[src/rtl/sdram_arb_if.sv]
// Requester and SDRAM-controller signal bundle for the two-port arbiter.
// master drives requests and controller responses; slave is the arbiter.
interface sdram_arb_if #(
  parameter int ADDR_W = 24,
  parameter int LEN_W  = 10,
  parameter int DATA_W = 16
);
  logic              i_m0_req;
  logic              i_m0_we;
  logic [ADDR_W-1:0] i_m0_addr;
  logic [LEN_W-1:0]  i_m0_len;
  logic [DATA_W-1:0] i_m0_wdata;
  logic [DATA_W-1:0] o_m0_rdata;
  logic              o_m0_grant;
  logic              o_m0_valid;
  logic              o_m0_done;

  logic              i_m1_req;
  logic              i_m1_we;
  logic [ADDR_W-1:0] i_m1_addr;
  logic [LEN_W-1:0]  i_m1_len;
  logic [DATA_W-1:0] i_m1_wdata;
  logic [DATA_W-1:0] o_m1_rdata;
  logic              o_m1_grant;
  logic              o_m1_valid;
  logic              o_m1_done;

  logic [ADDR_W-1:0] o_ram_addr;
  logic [LEN_W-1:0]  o_ram_len;
  logic              o_ram_read_req;
  logic              o_ram_write_req;
  logic [DATA_W-1:0] o_ram_data;
  logic [DATA_W-1:0] i_ram_data;
  logic              i_ram_read_valid;
  logic              i_ram_write_valid;
  logic              i_ram_ready;

  modport master (
    output i_m0_req, i_m0_we, i_m0_addr,
    output i_m0_len, i_m0_wdata,
    input  o_m0_rdata, o_m0_grant,
    input  o_m0_valid, o_m0_done,
    output i_m1_req, i_m1_we, i_m1_addr,
    output i_m1_len, i_m1_wdata,
    input  o_m1_rdata, o_m1_grant,
    input  o_m1_valid, o_m1_done,
    input  o_ram_addr, o_ram_len,
    input  o_ram_read_req, o_ram_write_req,
    input  o_ram_data,
    output i_ram_data, i_ram_read_valid,
    output i_ram_write_valid, i_ram_ready
  );

  modport slave (
    input  i_m0_req, i_m0_we, i_m0_addr,
    input  i_m0_len, i_m0_wdata,
    output o_m0_rdata, o_m0_grant,
    output o_m0_valid, o_m0_done,
    input  i_m1_req, i_m1_we, i_m1_addr,
    input  i_m1_len, i_m1_wdata,
    output o_m1_rdata, o_m1_grant,
    output o_m1_valid, o_m1_done,
    output o_ram_addr, o_ram_len,
    output o_ram_read_req, o_ram_write_req,
    output o_ram_data,
    input  i_ram_data, i_ram_read_valid,
    input  i_ram_write_valid, i_ram_ready
  );
endinterface

[src/rtl/sdram_arb.sv]
// Two-requester round-robin burst arbiter in front of an SDRAM
// controller user port; one burst in flight, up to one page long.
module sdram_arb #(
  parameter int ADDR_W = 24,
  parameter int LEN_W  = 10,
  parameter int DATA_W = 16
) (
  input logic        i_clk,
  input logic        i_rst_n,
  sdram_arb_if.slave bus
);

  typedef enum logic [1:0] {
    S_IDLE,
    S_ISSUE,
    S_XFER,
    S_DONE
  } state_t;

  localparam int MAXL = 1 << (LEN_W - 1);
  localparam logic [LEN_W-1:0] MAX_LEN = LEN_W'(MAXL);

  state_t            r_state;
  state_t            w_next;
  logic              r_owner;
  logic              r_prio;
  logic              r_we;
  logic [LEN_W-1:0]  r_cnt;
  logic [ADDR_W-1:0] r_addr;
  logic [LEN_W-1:0]  r_len;

  logic              w_any;
  logic              w_win;
  logic              w_win_we;
  logic [ADDR_W-1:0] w_win_addr;
  logic [LEN_W-1:0]  w_win_len;
  logic [LEN_W-1:0]  w_clamp;
  logic              w_start;
  logic              w_act;
  logic              w_beat;
  logic              w_last;
  logic              w_grant0;
  logic              w_grant1;
  logic              w_rreq;
  logic              w_wreq;
  logic              w_valid0;
  logic              w_valid1;
  logic              w_done0;
  logic              w_done1;

  // Winner: priority pointer breaks ties, otherwise the lone requester.
  always_comb begin
    w_any      = bus.i_m0_req | bus.i_m1_req;
    w_win      = (bus.i_m0_req & bus.i_m1_req)
               ? r_prio : bus.i_m1_req;
    w_win_we   = w_win ? bus.i_m1_we : bus.i_m0_we;
    w_win_addr = w_win ? bus.i_m1_addr : bus.i_m0_addr;
    w_win_len  = w_win ? bus.i_m1_len : bus.i_m0_len;
    w_clamp    = (w_win_len > MAX_LEN) ? MAX_LEN : w_win_len;
  end

  always_comb begin
    w_start = i_rst_n & (r_state == S_IDLE)
            & bus.i_ram_ready & w_any;
    w_act   = (r_state == S_ISSUE) | (r_state == S_XFER);
    w_beat  = w_act & (r_we ? bus.i_ram_write_valid
                            : bus.i_ram_read_valid);
    w_last  = w_beat & ((r_cnt + LEN_W'(1)) == r_len);
  end

  always_comb begin
    w_next = r_state;
    unique case (r_state)
      S_IDLE: begin
        if (w_start)
          w_next = (w_clamp == '0) ? S_DONE : S_ISSUE;
      end
      S_ISSUE: begin
        if (w_beat)
          w_next = w_last ? S_DONE : S_XFER;
      end
      S_XFER: begin
        if (w_last)
          w_next = S_DONE;
      end
      S_DONE: begin
        w_next = S_IDLE;
      end
      default: begin
        w_next = S_IDLE;
      end
    endcase
  end

  always_comb begin
    w_grant0 = w_start & ~w_win;
    w_grant1 = w_start & w_win;
    w_rreq   = (r_state == S_ISSUE) & ~r_we;
    w_wreq   = (r_state == S_ISSUE) & r_we;
    w_valid0 = w_beat & ~r_owner;
    w_valid1 = w_beat & r_owner;
    w_done0  = (r_state == S_DONE) & ~r_owner;
    w_done1  = (r_state == S_DONE) & r_owner;
  end

  always_ff @(posedge i_clk or negedge i_rst_n) begin
    if (!i_rst_n) begin
      r_state <= S_IDLE;
    end else begin
      r_state <= w_next;
    end
  end

  always_ff @(posedge i_clk or negedge i_rst_n) begin
    if (!i_rst_n) begin
      r_owner <= 1'b0;
      r_prio  <= 1'b0;
      r_we    <= 1'b0;
      r_cnt   <= '0;
      r_addr  <= '0;
      r_len   <= '0;
    end else begin
      if (w_start) begin
        r_owner <= w_win;
        r_we    <= w_win_we;
        r_addr  <= w_win_addr;
        r_len   <= w_clamp;
        r_cnt   <= '0;
      end else if (w_beat) begin
        r_cnt   <= r_cnt + LEN_W'(1);
      end
      if (r_state == S_DONE)
        r_prio <= ~r_owner;
    end
  end

  assign bus.o_m0_grant      = w_grant0;
  assign bus.o_m1_grant      = w_grant1;
  assign bus.o_m0_valid      = w_valid0;
  assign bus.o_m1_valid      = w_valid1;
  assign bus.o_m0_done       = w_done0;
  assign bus.o_m1_done       = w_done1;
  assign bus.o_m0_rdata      = bus.i_ram_data;
  assign bus.o_m1_rdata      = bus.i_ram_data;
  assign bus.o_ram_addr      = r_addr;
  assign bus.o_ram_len       = r_len;
  assign bus.o_ram_read_req  = w_rreq;
  assign bus.o_ram_write_req = w_wreq;
  assign bus.o_ram_data      = r_owner ? bus.i_m1_wdata
                                       : bus.i_m0_wdata;

endmodule

[src/flat_wrapper.sv]
// flat-port wrapper written by rule: the top's interface ports become plain ports
module sdram_arb_flat 
#(
  parameter int ADDR_W = 24,
  parameter int LEN_W  = 10,
  parameter int DATA_W = 16
)
  (i_clk, i_rst_n, bus_i_m0_req, bus_i_m0_we, bus_i_m0_addr, bus_i_m0_len, bus_i_m0_wdata, bus_o_m0_rdata, bus_o_m0_grant, bus_o_m0_valid, bus_o_m0_done, bus_i_m1_req, bus_i_m1_we, bus_i_m1_addr, bus_i_m1_len, bus_i_m1_wdata, bus_o_m1_rdata, bus_o_m1_grant, bus_o_m1_valid, bus_o_m1_done, bus_o_ram_addr, bus_o_ram_len, bus_o_ram_read_req, bus_o_ram_write_req, bus_o_ram_data, bus_i_ram_data, bus_i_ram_read_valid, bus_i_ram_write_valid, bus_i_ram_ready);
  sdram_arb_if #(.ADDR_W(ADDR_W), .LEN_W(LEN_W), .DATA_W(DATA_W)) bus_i ();
  input logic i_clk;
  input logic i_rst_n;
  input wire logic [$bits(bus_i.i_m0_req)-1:0] bus_i_m0_req;
  input wire logic [$bits(bus_i.i_m0_we)-1:0] bus_i_m0_we;
  input wire logic [$bits(bus_i.i_m0_addr)-1:0] bus_i_m0_addr;
  input wire logic [$bits(bus_i.i_m0_len)-1:0] bus_i_m0_len;
  input wire logic [$bits(bus_i.i_m0_wdata)-1:0] bus_i_m0_wdata;
  output wire logic [$bits(bus_i.o_m0_rdata)-1:0] bus_o_m0_rdata;
  output wire logic [$bits(bus_i.o_m0_grant)-1:0] bus_o_m0_grant;
  output wire logic [$bits(bus_i.o_m0_valid)-1:0] bus_o_m0_valid;
  output wire logic [$bits(bus_i.o_m0_done)-1:0] bus_o_m0_done;
  input wire logic [$bits(bus_i.i_m1_req)-1:0] bus_i_m1_req;
  input wire logic [$bits(bus_i.i_m1_we)-1:0] bus_i_m1_we;
  input wire logic [$bits(bus_i.i_m1_addr)-1:0] bus_i_m1_addr;
  input wire logic [$bits(bus_i.i_m1_len)-1:0] bus_i_m1_len;
  input wire logic [$bits(bus_i.i_m1_wdata)-1:0] bus_i_m1_wdata;
  output wire logic [$bits(bus_i.o_m1_rdata)-1:0] bus_o_m1_rdata;
  output wire logic [$bits(bus_i.o_m1_grant)-1:0] bus_o_m1_grant;
  output wire logic [$bits(bus_i.o_m1_valid)-1:0] bus_o_m1_valid;
  output wire logic [$bits(bus_i.o_m1_done)-1:0] bus_o_m1_done;
  output wire logic [$bits(bus_i.o_ram_addr)-1:0] bus_o_ram_addr;
  output wire logic [$bits(bus_i.o_ram_len)-1:0] bus_o_ram_len;
  output wire logic [$bits(bus_i.o_ram_read_req)-1:0] bus_o_ram_read_req;
  output wire logic [$bits(bus_i.o_ram_write_req)-1:0] bus_o_ram_write_req;
  output wire logic [$bits(bus_i.o_ram_data)-1:0] bus_o_ram_data;
  input wire logic [$bits(bus_i.i_ram_data)-1:0] bus_i_ram_data;
  input wire logic [$bits(bus_i.i_ram_read_valid)-1:0] bus_i_ram_read_valid;
  input wire logic [$bits(bus_i.i_ram_write_valid)-1:0] bus_i_ram_write_valid;
  input wire logic [$bits(bus_i.i_ram_ready)-1:0] bus_i_ram_ready;
  assign bus_i.i_m0_req = bus_i_m0_req;
  assign bus_i.i_m0_we = bus_i_m0_we;
  assign bus_i.i_m0_addr = bus_i_m0_addr;
  assign bus_i.i_m0_len = bus_i_m0_len;
  assign bus_i.i_m0_wdata = bus_i_m0_wdata;
  assign bus_o_m0_rdata = bus_i.o_m0_rdata;
  assign bus_o_m0_grant = bus_i.o_m0_grant;
  assign bus_o_m0_valid = bus_i.o_m0_valid;
  assign bus_o_m0_done = bus_i.o_m0_done;
  assign bus_i.i_m1_req = bus_i_m1_req;
  assign bus_i.i_m1_we = bus_i_m1_we;
  assign bus_i.i_m1_addr = bus_i_m1_addr;
  assign bus_i.i_m1_len = bus_i_m1_len;
  assign bus_i.i_m1_wdata = bus_i_m1_wdata;
  assign bus_o_m1_rdata = bus_i.o_m1_rdata;
  assign bus_o_m1_grant = bus_i.o_m1_grant;
  assign bus_o_m1_valid = bus_i.o_m1_valid;
  assign bus_o_m1_done = bus_i.o_m1_done;
  assign bus_o_ram_addr = bus_i.o_ram_addr;
  assign bus_o_ram_len = bus_i.o_ram_len;
  assign bus_o_ram_read_req = bus_i.o_ram_read_req;
  assign bus_o_ram_write_req = bus_i.o_ram_write_req;
  assign bus_o_ram_data = bus_i.o_ram_data;
  assign bus_i.i_ram_data = bus_i_ram_data;
  assign bus_i.i_ram_read_valid = bus_i_ram_read_valid;
  assign bus_i.i_ram_write_valid = bus_i_ram_write_valid;
  assign bus_i.i_ram_ready = bus_i_ram_ready;
  sdram_arb #(.ADDR_W(ADDR_W), .LEN_W(LEN_W), .DATA_W(DATA_W)) u_core (.i_clk(i_clk), .i_rst_n(i_rst_n), .bus(bus_i));
endmodule
[config.mk]
export PLATFORM = sky130hd
export DESIGN_NAME = sdram_arb_flat
export DESIGN_NICKNAME = d
export VERILOG_FILES = /design/src/rtl/sdram_arb_if.sv /design/src/rtl/sdram_arb.sv /design/src/flat_wrapper.sv
export SDC_FILE = /design/constraint.sdc
export NUM_CORES = 1
export LEC_CHECK = 0
export ABC_AREA = 1
export CAP_MARGIN = 20
export CORE_ASPECT_RATIO = 0.75
export CORE_MARGIN = 5
export CORE_UTILIZATION = 56
export CTS_CLUSTER_SIZE = 8
export DETAILED_ROUTE_END_ITERATION = 8
export DONT_BUFFER_PORTS = 1
export PLACE_DENSITY = 0.71
export SLEW_MARGIN = 5
export SYNTH_ARGS = -nofsm -noshare
export SYNTH_HDL_FRONTEND = slang
export SYNTH_SLANG_ARGS = --single-unit
[constraint.sdc]
create_clock -name i_clk -period 4.3 [get_ports i_clk]
set_input_delay 0.645 -clock i_clk [delete_from_list [all_inputs] [get_ports i_clk]]
set_output_delay 0.645 -clock i_clk [all_outputs]
set_load 0.02 [all_outputs]
Word level (Yosys, flattened, before mapping)
Cells that the tools add are included.
{"block": "totals", "reg_bits": 49, "input_bits": 125}
{"block": "classes", "muxes": 15, "n_bitwise": 19, "magnitude_cmp": 1, "add_sub_neg": 1, "reduce_logical": 4, "eq_ne": 7}
{"cell": "$mux W10", "n": 4}
{"cell": "$mux W24", "n": 1}
{"cell": "$mux W16", "n": 1}
{"cell": "$and A1 B1 Y1", "n": 14}
{"cell": "$add A10 B1 Y10 const B", "n": 1}
{"cell": "$eq A10 B10 Y1", "n": 1}
{"cell": "$gt A10 B10 Y1 const B", "n": 1}
{"cell": "$logic_not A10 Y1", "n": 1}
{"cell": "$mux W2", "n": 4}
{"cell": "$pmux W2 S4", "n": 1}
{"cell": "$ne A2 B1 Y1 const B", "n": 3}
{"cell": "$eq A2 B2 Y1 const B", "n": 2}
{"cell": "$mux W1", "n": 4}
{"cell": "$not A1 Y1", "n": 3}
{"cell": "$reduce_and A3 Y1", "n": 1}
{"cell": "$eq A2 B1 Y1 const B", "n": 1}
{"cell": "$logic_not A2 Y1", "n": 1}
{"cell": "$or A1 B1 Y1", "n": 2}
{"cell": "$reduce_bool A2 Y1", "n": 1}

Longest topological paths before layout
{"block": "logic_depth", "word_depth": 9, "mapped_depth": 15}

Worst setup path before layout
OpenSTA, ideal clock, no wires.
{"block": "synth_path", "kind": "reg-to-output", "startpoint": "reg u_core.r_state[0]", "endpoint": "out bus_o_m1_grant", "path_stages_with_launch": 8, "t_arrival_ps": 1580, "required_ps": 3655, "path_slack_ps": 2075, "path_cell_list": "dfrtp_1 -> inv_1 -> ha_1 -> nand3_1 -> nor2_2 -> inv_2 -> nor2_1 -> buf_2"}
{"block": "synth_via", "elab_chain_len": 5}
{"element": "start: declaration", "line_no": "sdram_arb.sv:23", "rtl": "state_t r_state;"}
{"element": "start signal: assignment", "line_no": "sdram_arb.sv:110", "rtl": "r_state <= w_next;"}
{"element": "$logic_not A2 Y1", "line_no": "sdram_arb.sv:63", "rtl": "w_start = i_rst_n & (r_state == S_IDLE)"}
{"element": "$and A1 B1 Y1", "line_no": "sdram_arb.sv:63"}
{"element": "$and A1 B1 Y1 (2 in series)", "line_no": "sdram_arb.sv:64", "rtl": "& bus.i_ram_ready & w_any;"}
{"element": "$and A1 B1 Y1", "line_no": "sdram_arb.sv:97", "rtl": "w_grant1 = w_start & w_win;"}
{"element": "end: declaration", "line_no": "flat_wrapper.sv:27", "rtl": "output wire logic [$bits(bus_i.o_m1_grant)-1:0] bus_o_m1_grant;"}
No other way between the ends.

Worst setup path after layout
{"block": "layout_path", "startpoint": "reg u_core.r_state[1]", "endpoint": "out bus_o_m0_grant"}
{"block": "layout_via", "elab_chain_len": 5}
{"element": "$logic_not A2 Y1", "line_no": "sdram_arb.sv:63"}
{"element": "$and A1 B1 Y1", "line_no": "sdram_arb.sv:63"}
{"element": "$and A1 B1 Y1 (2 in series)", "line_no": "sdram_arb.sv:64"}
{"element": "$and A1 B1 Y1", "line_no": "sdram_arb.sv:96", "rtl": "w_grant0 = w_start & ~w_win;"}
{"element": "end: declaration", "line_no": "flat_wrapper.sv:18", "rtl": "output wire logic [$bits(bus_i.o_m0_grant)-1:0] bus_o_m0_grant;"}
No other way between the ends.

==> impl_results.md <==
* Sequential area share after synthesis at 0.377
* Netlist Area Pre-Place at 0.00325 sq mm
* Tmin final at 3.20 ns
* Mean post-synth cell area at 6.85 sq um
* Dpl cell area at 0.00308 sq mm
* Maxcap violations at 0
* Dpl hpwl at 7.52 mm
* Vias at 2926
* Synth Register Bits at 49
* Critical path class: reg -> out
* CTS clk-pin slew, worst paths at 0.10 ns
* Largest net degree at the start of global routing at 51
* Clock buffer depth at 2
* Critical path's most frequent cell: nor2_2
* Count of cell types in the netlist at 30
* Final Net Count at 574
* Commonest non-fill, non-tap cell in the layout: nand2_1
* Die Y-Extent at 76.0 microns
* Critical Path RT at 3.65 ns
* Delay-heaviest family, CP: simple AND/OR/NAND/NOR gates
* Placed cells at 511
* CTS tree: built
* Htree depth at 2
* WL final at 9.51 mm
* Die Width at 98.0 microns
* CTS sink cnt at 49
* Status: complete, no violations
* CP max stage delay at 0.50 ns
* Worst slew pin tran at 0.628 ns
* PD cells at 759 mW/mm^2
* Pins Over Slew Limit at 0
* Grt total ovfl at 0
* Ranking of synthesized cells by area: dfrtp_1 38%, nand2_1 23%, buf_4 7.6%
* Setup repair bufs after CTS at 0
* Num rows at 24
* Setup TNS at 0 ns
* Pleak at 0.00164 uW
* Initial drt markers at 177
* Fmax at 313 MHz
* Synthesized net count at 606
* Clk_lat worst skew at 0.31 ns
* # setup viols final at 0
* Area leader, netlist: dfrtp_1
* Initial antenna violation count at 1
* DR WL/cell at 18.2 microns
* Setup crit end kind: output port
* R2R Path Start: u_core.r_state[1]
* Total CTS buffers at 5
* Arrival time worst endpoint at 2.55 ns
* Via/cell ratio at 5.59
* Mapped Cells at 475
* Port Buf Inserts at 0
* Fin cells at 523
* GP Congestion at 0.899
* Slowest cell on crit path: nor2_2
* GR Util All Layers at 0.251
* VDD IR-drop max at 0.318 mV
* Die area at 0.00745 sq mm
* Worst Skew at 0.0120 ns
* Post-layout util at 0.562
* DR pass1 iterations at 4
* RSZ-0062 raised after global routing: no
* Drc violations at 0
* Core area at 0.00574 sq mm
* Fin area at 0.00322 sq mm
* Synth warn at 0
* First-pass GRT wire length at 15.0 mm
* Hold Path Class: in -> async
* Commonest non-fill, non-tap cells in the layout: 200 x nand2_1, 49 x dfrtp_1, 46 x nand3_1, 34 x inv_1, 19 x nor2_1
* Vias in the first global route at 2837
* IO Pins at 215
* Clk root buf: clkbuf_8
* Area growth from synthesis to layout at -0.923%
* Hold_ws at 0.0224 ns
* DRT antenna net count at 0
* Sequence of cells on the critical path: inv_1 > ha_1 > nand3_1 > nor2_2 > inv_2 > nor2_2
* Final Hold Vio Count at 0
* CP Launch Point: u_core.r_state[1]
* Post-CTS sizing at 0
* Critical-path maximum fanout at 33
* Initial Utilization at 0.567
* Final Cycle Share at 0.744
* Critical Path Start Type: flop
* Synth top area share at 0.377
* Worst slew margin at 0.580
* Share of layout cells above drive strength 1 at 0.101
* CP Buf/Inv Count at 2
* Layout fillers at 557
state kept, by name, indices dropped and copies added (netlist names):
signal / count
u_core.bus.o_ram_addr: 24
u_core.bus.o_ram_len: 10
u_core.r_cnt: 10
u_core.r_owner: 1
u_core.r_prio: 1
u_core.r_state: 2
u_core.r_we: 1
kinds of logic (layout without fill, tap and decap cells):
group | after synthesis | count (layout) | synth area share
muxes | 1 | 1 | 0.00308
and+or+nand+nor | 302 | 302 | 0.404
other | 0 | 1 | 0
AOI/OAI and AO/OA | 31 | 31 | 0.0531
DFF | 49 | 49 | 0.377
xor gates and xnor gates | 1 | 1 | 0.00269
adders and majority gates | 6 | 6 | 0.0231
buffers and inverters | 85 | 54 | 0.137
worst paths after layout:
path	to	slack (ns)	cells past startpoint
max	bus_o_m0_grant	1.10	6
min	u_core.bus.o_ram_len[1]	0.02	0
max reg2reg	u_core.r_we	1.45	9
min reg2reg	u_core.r_state[1]	0.57	2
max in group asynchronous	u_core.bus.o_ram_addr[6]	3.11	1
min in group i_clk	u_core.bus.o_ram_addr[5]	0.45	2
through the flow:
stage	power, uW	worst slack (ns)
5_1_grt	2640	0.881
3_3_place_gp	2080	1.58
6_report	2450	1.10
4_1_cts	2450	1.13
2_1_floorplan	1890	2.07
3_5_place_dp	2110	1.47
metal layers:
metal  vias up  GRT usage  part of all wire
met4         0     0.0567             0.012
met5         -          0                 0
li1       1400          -                 -
met3        16     0.0668             0.093
met2       153      0.414              0.49
met1      1357      0.331              0.40
report_power, final:
group	leakage (uW)	total, uW	switching [uW]	internal, uW
sequential	0.000624	1090	422	668
clock	0.0000544	342	167	174
combinational	0.000959	1020	702	315
Yosys cell counts:
cell type  number
xor2_1          1
nor2_4          2
buf_1           1
inv_1          34
nor3_2          1
dfrtp_1        49
inv_2           4
o22ai_1        10
nor2_1         20
o21ai_0        12
buf_4          33
nand4_2         1
ha_1            6
buf_2           3
o21ai_1         5
o211ai_1        2
a21oi_1         2
nand2_1       200
clkinv_1        3
nand2_4         1
or2_2           4
or2_1           1
nand4_1         4
nor2_2          7
nand3b_1        1
nand2_2        12
nand3_2         2
nand3_1        46
clkbuf_1        7
mux2i_1         1
final cells by class:
cell class / instances / area (sq um) / share of cell area
Timing Repair Buffer: 5 / 45.0 / 0.0140
Clock inverter: 3 / 46.3 / 0.0144
Multi-Input combinational cell: 341 / 1580 / 0.491
Sequential cell: 49 / 1230 / 0.380
Clock buffer: 5 / 68.8 / 0.0213
Tap cell: 78 / 97.6 / 0.0303
Antenna cell: 1 / 2.50 / 0.000776
Inverter: 41 / 154 / 0.0477
timing repair:
item	CTS	global route
endpoints found under the setup margin	0	0
hold buffers	0	3
endpoints found under the hold margin	0	13
Power figures use the tool's default switching activity.
